[src/rtl/regfile_wb_pkg.sv]
// Shared types and sizes for the register-file writeback arbiter.
// Imported by wb_rr_arbiter and regfile_wb_arbiter.
package regfile_wb_pkg;

    localparam int XLEN      = 32;
    localparam int NREGS     = 32;
    localparam int REG_IDX_W = 5;

    typedef logic [REG_IDX_W-1:0] reg_idx_t;

    typedef struct packed {
        reg_idx_t          rd;
        logic [XLEN-1:0]   data;
    } wb_req_t;

endpackage

[src/rtl/wb_rr_arbiter.sv]
// Request vector to one-hot grant; grant is forced to zero while reset_i is high.
// REGFILE_WB_RR_EN defined: round-robin with a pointer flop; undefined: fixed priority, lowest index wins.
module wb_rr_arbiter #(
    parameter int NREQ = 3
) (
    input  logic            clk_i,
    input  logic            reset_i,
    input  logic [NREQ-1:0] req_i,
    output logic [NREQ-1:0] gnt_o
);
    import regfile_wb_pkg::*;

    logic [NREQ-1:0] gnt;
    logic            found;

`ifdef REGFILE_WB_RR_EN
    localparam int PW = $clog2(NREQ);

    logic [PW-1:0] ptr_q;
    logic [PW-1:0] ptr_d;

    // Rank each requester by its distance from the pointer and grant the nearest one.
    always_comb begin
        gnt   = '0;
        found = 1'b0;
        for (int k = 0; k < NREQ; k++) begin
            for (int i = 0; i < NREQ; i++) begin
                if (!found && req_i[i] && (((i + NREQ - int'(ptr_q)) % NREQ) == k)) begin
                    gnt[i] = 1'b1;
                    found  = 1'b1;
                end
            end
        end
    end

    always_comb begin
        ptr_d = ptr_q;
        for (int i = 0; i < NREQ; i++) begin
            if (gnt_o[i]) begin
                ptr_d = (i == NREQ - 1) ? '0 : PW'(i + 1);
            end
        end
    end

    always_ff @(posedge clk_i or posedge reset_i) begin
        if (reset_i) begin
            ptr_q <= '0;
        end else begin
            ptr_q <= ptr_d;
        end
    end
`else
    logic unusedClk;
    assign unusedClk = clk_i;

    always_comb begin
        gnt   = '0;
        found = 1'b0;
        for (int i = 0; i < NREQ; i++) begin
            if (!found && req_i[i]) begin
                gnt[i] = 1'b1;
                found  = 1'b1;
            end
        end
    end
`endif

    assign gnt_o = reset_i ? '0 : gnt;

endmodule

[src/rtl/regfile_wb_arbiter.sv]
// Shares the register-file write port among NREQ writeback sources and tracks per-register busy bits.
// Grant policy selected by REGFILE_WB_RR_EN (round-robin when defined, fixed priority otherwise).
module regfile_wb_arbiter #(
    parameter int NREQ  = 3,
    parameter int XLEN  = regfile_wb_pkg::XLEN,
    parameter int NREGS = regfile_wb_pkg::NREGS
) (
    input  logic                                     clk_i,
    input  logic                                     reset_i,
    input  logic [NREQ-1:0]                          req_valid_i,
    input  logic [NREQ*regfile_wb_pkg::REG_IDX_W-1:0] req_rd_i,
    input  logic [NREQ*XLEN-1:0]                     req_data_i,
    output logic [NREQ-1:0]                          req_ready_o,
    input  logic                                     rsv_valid_i,
    input  logic [regfile_wb_pkg::REG_IDX_W-1:0]     rsv_rd_i,
    output logic [NREGS-1:0]                         busy_o,
    output logic                                     rf_write_o,
    output logic [regfile_wb_pkg::REG_IDX_W-1:0]     rf_write_reg_o,
    output logic [XLEN-1:0]                          rf_write_data_o
);
    import regfile_wb_pkg::*;

    logic [NREQ-1:0]  xfer;
    logic             anyXfer;
    reg_idx_t         selRd;
    logic [XLEN-1:0]  selData;

    logic             rfWrite_q, rfWrite_d;
    reg_idx_t         rfReg_q, rfReg_d;
    logic [XLEN-1:0]  rfData_q, rfData_d;
    logic [NREGS-1:0] busy_q, busy_d;

    wb_rr_arbiter #(
        .NREQ (NREQ)
    ) u_arb (
        .clk_i   (clk_i),
        .reset_i (reset_i),
        .req_i   (req_valid_i),
        .gnt_o   (req_ready_o)
    );

    assign xfer    = req_valid_i & req_ready_o;
    assign anyXfer = |xfer;

    always_comb begin
        selRd   = '0;
        selData = '0;
        for (int i = 0; i < NREQ; i++) begin
            if (xfer[i]) begin
                selRd   = req_rd_i[i*REG_IDX_W +: REG_IDX_W];
                selData = req_data_i[i*XLEN +: XLEN];
            end
        end
    end

    // Writes to x0 still update index/data but never raise the write enable.
    always_comb begin
        rfWrite_d = anyXfer && (selRd != '0);
        rfReg_d   = anyXfer ? selRd   : rfReg_q;
        rfData_d  = anyXfer ? selData : rfData_q;
    end

    // Release first, then reserve, so a same-cycle reservation of the same register survives.
    always_comb begin
        busy_d = busy_q;
        if (anyXfer && (selRd != '0)) begin
            busy_d[selRd] = 1'b0;
        end
        if (rsv_valid_i && (rsv_rd_i != '0)) begin
            busy_d[rsv_rd_i] = 1'b1;
        end
        busy_d[0] = 1'b0;
    end

    always_ff @(posedge clk_i or posedge reset_i) begin
        if (reset_i) begin
            rfWrite_q <= 1'b0;
            rfReg_q   <= '0;
            rfData_q  <= '0;
            busy_q    <= '0;
        end else begin
            rfWrite_q <= rfWrite_d;
            rfReg_q   <= rfReg_d;
            rfData_q  <= rfData_d;
            busy_q    <= busy_d;
        end
    end

    assign rf_write_o      = rfWrite_q;
    assign rf_write_reg_o  = rfReg_q;
    assign rf_write_data_o = rfData_q;
    assign busy_o          = busy_q;

endmodule

[config.mk]
export PLATFORM = sky130hd
export DESIGN_NAME = regfile_wb_arbiter
export DESIGN_NICKNAME = d
export VERILOG_FILES = /design/src/rtl/regfile_wb_pkg.sv /design/src/rtl/wb_rr_arbiter.sv /design/src/rtl/regfile_wb_arbiter.sv
export SDC_FILE = /design/constraint.sdc
export NUM_CORES = 1
export LEC_CHECK = 0
export ABC_AREA = 0
export BUFFER_PORTS_ARGS = -buffer_cell sky130_fd_sc_hd__buf_2
export CORE_MARGIN = 5
export CORE_UTILIZATION = 44
export CTS_CLUSTER_SIZE = 10
export DETAILED_ROUTE_END_ITERATION = 8
export PLACE_DENSITY_LB_ADDON = 0.08
export SETUP_SLACK_MARGIN = 0.3
export SLEW_MARGIN = 20
export SYNTH_ARGS = -nofsm -noshare
export SYNTH_HDL_FRONTEND = slang
export SYNTH_SLANG_ARGS = --single-unit
[constraint.sdc]
create_clock -name clk_i -period 2.8 [get_ports clk_i]
set_clock_uncertainty 0.1 [all_clocks]
set_input_delay 0.42 -clock clk_i [delete_from_list [all_inputs] [get_ports clk_i]]
set_output_delay 0.42 -clock clk_i [all_outputs]
set_load 0.01 [all_outputs]
======== Word level (Yosys, flattened, before mapping) ========
Cells that the tools add are included.
W data, S select, Z words.
storage, ports and cells
  bits in registers ....................... 69
  word-level logic and storage cells ...... 40
operators by class
  magnitude comparators ................... 4
  muxes and demuxes ....................... 17
  bitwise operators ....................... 4
  reductions and logical operators ........ 11
operator list
  operator              count
  $mux W32              5
  $and A32 B32 Y32      1
  $not A32 Y32          1
  $or A32 B32 Y32       1
  $mux W5               3
  $lt A5 B6 Y1 const B  2
  $demux W1 S5          2
  $ge A5 B1 Y1 const B  2
  $reduce_bool A5 Y1    2
  $logic_and A1 B1 Y1   6
  $mux W1               6
  $and A3 B3 Y3         1
  $mux W3               1
  $reduce_or A3 Y1      1
  $logic_not A1 Y1      2

======== Longest topological paths before layout ========
Gate-level depths: netlist (run 1).
  depth in word-level cells ............... 21
  gate-level depth with buffers ........... 7

======== Cells and area by module ========
A second synthesis (run 1) with hierarchy kept.
second synthesis, totals
  cell total of the unflattened synthesis .. 337
  area, all modules ....................... 3,462.1 um2
by module, submodules not included
  module              instances  cells an instance  area an instance (um2)
  regfile_wb_arbiter  1          334                3,430.8
  wb_rr_arbiter       1          3                  31.3

======== Worst setup path after synthesis (run 1) ========
No wires, ideal clock.
  kind .................................... input -> register
  from .................................... input port reset_i
  to ...................................... register rfData_q[0], in the netlist rf_write_data_o[0]
  data arrival time ....................... 2.939 ns
  data required time ...................... 2.569 ns
  path slack .............................. -0.371 ns
  stages on the path ...................... 7
  path buffers ............................ 3
  path through ............................ buf_1 > inv_1 > o31ai_1 > clkbuf_1 > clkbuf_1 > nand2_1 > nand2_1
between the ends
  cells in the longest elaborated chain, start to end .. 5
  elaborated cells between the ends (all ways) .. 6
ends and longest elaborated chain
  item                   line                      source
  start, declared        regfile_wb_arbiter.sv:9   input logic reset_i,
  $mux W3 *              wb_rr_arbiter.sv:68       assign gnt_o = reset_i ? '0 : gnt;
  $and A3 B3 Y3 *        regfile_wb_arbiter.sv:42  assign xfer = req_valid_i & req_ready_o;
  $mux W32 (3 in a row)  regfile_wb_arbiter.sv:49  if (xfer[i]) begin
  end signal, assigned   regfile_wb_arbiter.sv:84  rfData_q <= rfData_d;
  end, declared          regfile_wb_arbiter.sv:30  logic [XLEN-1:0] rfData_q, rfData_d;
Mark *: on every way between the ends. The rest lies on a longest branch, timed or not.
A chain may end at the register's enable or synchronous reset.

======== Worst setup path after layout (run 1) ========
  from .................................... input port req_valid_i[1]
  to ...................................... register busy_q[15], in the netlist busy_o[15]
between the ends
  cells in the longest elaborated chain, start to end .. 17
  elaborated cells between the ends (all ways) .. 23
ends and longest elaborated chain
  item                               line                      source
  start, declared                    regfile_wb_arbiter.sv:10  input logic [NREQ-1:0] req_valid_i,
  $logic_and A1 B1 Y1                wb_rr_arbiter.sv:60       if (!found && req_i[i]) begin
  $mux W1                            wb_rr_arbiter.sv:60
  $logic_not A1 Y1                   wb_rr_arbiter.sv:60
  $logic_and A1 B1 Y1                wb_rr_arbiter.sv:60
  $mux W1                            wb_rr_arbiter.sv:60
  $mux W3                            wb_rr_arbiter.sv:68
  $and A3 B3 Y3 *                    regfile_wb_arbiter.sv:42
  $mux W5                            regfile_wb_arbiter.sv:49
  [2 not listed]                     -
  $mux W1 (implied by the code)      regfile_wb_arbiter.sv:67  busy_d[selRd] = 1'b0;
  $demux W1 S5                       regfile_wb_arbiter.sv:67
  $not A32 Y32 (no source line)      -
  $and A32 B32 Y32 (no source line)  -
  $mux W32 *                         regfile_wb_arbiter.sv:66  if (anyXfer && (selRd != '0)) begin
  $or A32 B32 Y32 (no source line)   -
  $mux W32 *                         regfile_wb_arbiter.sv:69  if (rsv_valid_i && (rsv_rd_i != '0)) begin
  via busy_d[15]                     regfile_wb_arbiter.sv:31  logic [NREGS-1:0] busy_q, busy_d;
  end signal, assigned               regfile_wb_arbiter.sv:85  busy_q <= busy_d;
  end, declared                      regfile_wb_arbiter.sv:31
Mark *: on every way through the listed nets, which the timed path passes. The rest lies on a longest branch.

==> out/qor.txt, run 1 <==
Top Family by Delay on Critical Path - simple AND/OR/NAND/NOR gates
Req. time, crit path - 2.93 ns
Highest-delay cell along the critical path - or4_1
Slew HR - 42.7%
H-tree lvl count - 3
CP bufs+invs - 1
Setup Fix Bufs, Post-CTS - 0
Most common cell in the synthesized netlist - nand2_1
Post-synthesis cell count - 342
Pwr dens - 599 nW/um^2
Critical Path Source - req_valid_i[1]
Critical path depth - 6
Post-synth EDFFs - 0
Via count - 3484
GRT busiest layer - met2
Seq cells post-synth - 69
Final hold violation count - 0
Fin. max-slew vios - 0
Least-Margin Pin Slew - 0.859 ns
Largest net degree at the start of global routing - 70
Share of the synthesized area in the top cell type - 51.6%
Post-synthesis sequential area ratio - 51.6%
Full die area - 9450 sq um
R2R setup slack - 1.81 ns
First-pass GRT wire length - 17.9 mm
CP Launch Type - primary input
YS warnings - 0
Grt ovf - 0
Root buf cell - clkbuf_8
Worst Reg2Reg Path Length in Cells - 2
Top post-synthesis cells by area - dfrtp_1 52%, nand2_1 9.6%, a222oi_1 9.6%
Die height - 97.2 um
Drt initial violations - 269
I/O Pins - 195
Maximum vdd drop - 0.431 mV
Clock latency on the worst-skew pair - 0.34 ns
Layout area overhead - 38.5%
Tot GR Track Use - 22.9%
Resized cells post-CTS - 0
Post-CTS Hold Fix Bufs - 0
Max-cap violations - 0
Unrepaired setup endpoints after global routing - false
Mean Syn Cell Area - 9.79 sq um
Final Power - 2.78 mW
CTS tree - yes
Max incr delay on CP - 0.77 ns
DR pass1 iterations - 5
CP cell instances - buf_2 -> nor2b_1 -> a211oi_1 -> or4_1 -> or3_1 -> a22o_1
Area leader, netlist - dfrtp_1
Final core occ - 63.2%
WL final - 11.0 mm
CP max FO - 12
Drt via density - 5.52
Initial antenna violation count - 0
Total core area - 7330 sq um
Clock slew at reported path FFs - 0.08 ns
Avg WL per Cell - 17.5 um
Port bufs - 193
Layout net count - 649
Share of layout cells above drive strength 1 - 42.7%
WS Path Type - primary input to flop
TNS Setup - 0 ns
Yosys cell types - 42
Critical Path End Type - flop
Leakage - 2.38 nW
Starting Density - 45.7%
F_max - 454 MHz
Worst reg2reg path startpoint - busy_o[14]$_DFF_PP0_
Post-route ant nets - 0
Drt drc - 0
Maximum clock path buffer count - 2
Final period util - 78.6%
Fin crit period - 2.20 ns
Status - complete, no violations
Die Wd - 97.2 um
GR Layer Usage met2 - 38.0%
Arrival time worst endpoint - 2.33 ns
Synthesized net count - 464
Met1 Resource Use GR - 28.6%
Synth Cell Area - 3350 sq um
Async SR Flop Fraction - 100%
Crit path to - busy_o[15]$_DFF_PP0_
Num CTS Buffers - 9
Ant diodes - 0
Reg-to-Reg End - busy_o[14]$_DFF_PP0_
Main synth FF type - dfrtp_1
HP Class - primary input to flop
Via count of the first global-routing pass - 3574
Top post-synthesis cells by count - 86 x nand2_1, 69 x dfrtp_1, 32 x a222oi_1
Row count - 31
Sink Count - 69
Dpl hpwl - 8.38 mm
Setup Viol. Count Final - 0
GR Layer Usage met3 - 6.96%
Final Wtd Congestion - 0.864
[logic make-up (layout without fill, tap and decap cells)]
kind of cell | Yosys count | after routing | share of synthesized area [%]
buffers and inverters | 36 | 226 | 4.37
and+or+nand+nor | 135 | 135 | 19.6
AOI/OAI and AO/OA | 101 | 101 | 24.3
other | 1 | 1 | 0.112
DFF | 69 | 69 | 51.6
[final cells by class]
cell class / instances / area [sq um]
clock buffer: 9 / 124
clock inverter: 7 / 97.6
fill: 640 / 2700
inverter: 10 / 41.3
multi-input combinational: 237 / 1500
sequential: 69 / 1730
tap: 99 / 124
timing repair buffer: 200 / 1020
[layout by cell type, fill, tap and decap left out, drive strengths merged, types with 2 or more instances in the layout]
cell,n
clkinv,2
clkbuf,9
o21ai,17
a32o,2
nor3b,3
o31ai,8
or3b,3
nor2b,8
bufinv,2
nor2,10
nand3b,5
a21o,10
dfrtp,69
a211oi,5
nand2,86
clkinvlp,3
nand3,4
nor4,2
inv,10
o221ai,2
a22o,6
or4,2
a21oi,8
a222oi,32
and2,2
nor3,3
o41ai,8
buf,200
[sequential cells by signal, summed over array words and instances (netlist names)]
| register | flops |
|---|---|
| busy_o | 31 |
| rf_write_reg_o | 5 |
| rf_write_o | 1 |
| rf_write_data_o | 32 |
[layer usage]
layer  wire, um  up-vias
met2       5250      158
met4        183        0
met1       4590     1647
met5          0        -
met3        991       15
li1           -     1664
[worst min path at each step]
stage                                      end  depth (start not counted)                       startpoint  slack, ns
6_report       rf_write_data_o[27]$_DFFE_PP0P_                          3                   req_data_i[59]       0.19
5_1_grt        rf_write_data_o[30]$_DFFE_PP0P_                          3                   req_data_i[62]       0.19
4_1_cts        rf_write_data_o[18]$_DFFE_PP0P_                          3                   req_data_i[50]       0.18
3_5_place_dp   rf_write_data_o[14]$_DFFE_PP0P_                          2  rf_write_data_o[14]$_DFFE_PP0P_       0.36
3_3_place_gp    rf_write_data_o[2]$_DFFE_PP0P_                          2   rf_write_data_o[2]$_DFFE_PP0P_       0.35
2_1_floorplan  rf_write_data_o[13]$_DFFE_PP0P_                          2  rf_write_data_o[13]$_DFFE_PP0P_       0.41
[per-stage QoR]
step	hold slack (ns)	std cells	cell area, sq um	setup WS (ns)
5_1_grt	0.195	631	4640	0.512
4_1_cts	0.184	631	4640	0.616
2_1_floorplan	0.409	342	3370	0.318
3_3_place_gp	0.354	615	4410	0.311
6_report	0.190	631	4640	0.599
3_5_place_dp	0.358	615	4410	0.241
[tightest hold or removal path, stage by stage]
cell and delay, ns:
buf_2 0.08, a222oi_1 0.05, nand2_1 0.06
[power breakdown]
part | total, mW | switching (mW) | internal, mW
clock network | 0.905 | 0.400 | 0.504
registers | 1.22 | 0.0819 | 1.14
logic | 0.650 | 0.364 | 0.286
(Power assumes the default switching activity.)
==> inputs of run 2 (changes only) <==
- clock period: 2.8 -> 2.21 ns (I/O delays scaled with it)
==> run 2 against run 1 <==
Net effect:
- sequential share of layout area shrank 1.4 points
- highest routed layer unchanged
- count of clock-buffer cells in the layout grew 1
- largest cell class unchanged
- die area is the same
- via count rose by 2.0%
==> out/qor.txt, run 2 (same netlist as run 1, synthesis figures left out) <==
Drt via density - 5.49 (-0.51%)
Num CTS Buffers - 9 (unchanged)
Ant diodes - 0 (unchanged)
Leakage - 2.48 nW (+4.3%)
Final hold violation count - 0 (unchanged)
Max-cap violations - 0 (unchanged)
Fin crit period - 1.86 ns
HP Class - primary input to flop
Pwr dens - 734 nW/um^2 (+23%)
WL final - 11.2 mm (+1.4%)
WL met2 - 5.36 mm (+2.1%)
Placement Cell Area - 4560 sq um (+3.2%)
Largest net degree at the start of global routing - 70 (unchanged)
Die Wd - 97.2 um (unchanged)
Maximum vdd drop - 0.422 mV (-1.9%)
Drt initial violations - 241 (-10%)
Commonest non-fill, non-tap cell in the layout - buf_2
Most frequent cells in the layout - 193 x buf_2, 86 x nand2_1, 69 x dfrtp_1
Tot GR Track Use - 22.9% (+0.053 points)
Final instance area - 4820 sq um (+4.0%)
Row count - 31 (unchanged)
Avg WL per Cell - 17.3 um (-1.1%)
I/O Pins - 195 (unchanged)
Worst reg2reg path startpoint - busy_o[2]$_DFF_PP0_
Reg-to-Reg End - busy_o[2]$_DFF_PP0_
Root buf cell - clkbuf_8
Worst hold endpoint - rf_write_data_o[14]$_DFFE_PP0P_
Via count - 3554 (+2.0%)
Maximum clock path buffer count - 2 (unchanged)
Port bufs - 193 (unchanged)
Final core occ - 65.8% (+2.5 points)
Grt ovf - 0 (unchanged)
Layout net count - 665 (+2.5%)
Starting Density - 45.7% (unchanged)
DR pass1 iterations - 7 (+2)
Initial antenna violation count - 0 (unchanged)
Fin. max-slew vios - 0 (unchanged)
H-tree lvl count - 3 (unchanged)
Unrepaired setup endpoints after global routing - true
Drt drc - 0 (unchanged)
Hold Path Stages - 3 (unchanged)
Full die area - 9450 sq um (unchanged)
M1 WL - 4.77 mm (+4.1%)
Post-route ant nets - 0 (unchanged)
Dpl hpwl - 8.47 mm (+1.1%)
Worst Reg2Reg Path Length in Cells - 2 (unchanged)
Arrival time worst endpoint - 1.98 ns (-0.35 ns)
Hold path startpoint - req_data_i[46]
WS Path Type - primary input to flop
F_max - 539 MHz
Clock latency on the worst-skew pair - 0.35 ns (about the same)
Met3 WL - 826 um (-17%)
Max reg flops - 32 (unchanged)
Sink Count - 69 (unchanged)
First-pass GRT wire length - 17.8 mm (-0.42%)
Least-Margin Pin Slew - 0.855 ns (-0.00390 ns)
R2R setup slack - 1.24 ns (-0.57 ns)
Total core area - 7330 sq um (unchanged)
CP Launch Type - primary input
CTS tree - yes
Req. time, crit path - 2.33 ns (-0.60 ns)
Setup Viol. Count Final - 0 (unchanged)
Final Wtd Congestion - 0.901 (+4.4%)
Die height - 97.2 um (unchanged)
CP max FO - 8 (-4)
Top Layer Used - met4
Critical Path End Type - flop
Via count of the first global-routing pass - 3631 (+1.6%)
Layout area overhead - 44.0%
Slew HR - 43.0% (+0.26 points)
Status - complete, no violations
Clock slew at reported path FFs - 0.08 ns (about the same)
Share of layout cells above drive strength 1 - 44.7% (+2.0 points)
Final period util - 84.0%
## run 2: cell types whose count changed in the layout (fill, tap and decap cells not counted), moves of 2 or more
cell / previous run / this run
buf_4: 7 / 19
buf_12: 0 / 2
clkinvlp_4: 3 / 1
nor3b_2: 2 / 0
nor3b_4: 0 / 2
## run 2: layout make-up
cell class                 instances  area, sq um
clock buffer                      10          128
clock inverter                     6         87.6
fill                             643         2510
inverter                          10         41.3
multi-input combinational        237         1530
sequential                        69         1730
tap                               99          124
timing repair buffer             216         1180
## run 2: worst max path at each step
| stage | to | slack (ns) | depth (start not counted) | start |
|---|---|---|---|---|
| finish | busy_o[5]$_DFF_PP0_ | 0.35 | 7 | req_valid_i[1] |
| detailed placement | busy_o[19]$_DFF_PP0_ | 0.02 | 7 | req_valid_i[0] |
| global placement | busy_o[16]$_DFF_PP0_ | 0.07 | 8 | req_valid_i[0] |
| floorplan | rf_write_data_o[17]$_DFFE_PP0P_ | -0.11 | 7 | reset_i |
| global route | busy_o[5]$_DFF_PP0_ | 0.27 | 7 | req_valid_i[1] |
| CTS | req_ready_o[2] | 0.35 | 4 | reset_i |
## run 2: stage by stage
step	cells	hold WS [ns]	TNS, ns	power (mW)	setup slack, ns
after floorplan	342	0.362	-3.18	2.00	-0.107
after global placement	629	0.355	0	2.42	0.0705
after global routing	647	0.102	0	3.74	0.270
after detailed placement	629	0.358	0	2.44	0.0200
after CTS	645	0.0956	0	3.55	0.352
final	647	0.104	0	3.54	0.354
## run 2: layer usage
layer	vias up	global-route usage, %
met4	0	8.63
met5	-	0
li1	1688	-
met1	1690	29.4
met3	19	5.67
met2	157	37.5
## run 2: critical path, cell delays in order
cell      delay [ns]
buf_2           0.16
nor2b_2         0.16
a211oi_1        0.08
or4_1           0.58
buf_4           0.21
o41ai_1         0.36
nand2_1         0.10
## run 2: power by group
part | internal [mW] | leakage [nW] | total (mW) | switching, mW
clock network | 0.636 | 0.110 | 1.12 | 0.480
registers | 1.44 | 0.795 | 1.56 | 0.112
logic | 0.395 | 1.58 | 0.867 | 0.472
## run 2: what timing repair did
action	4_1_cts	5_1_grt
hold buffers	0	0
setup endpoints to repair	0	8
buffers inserted	0	1
gates resized for setup	0	4
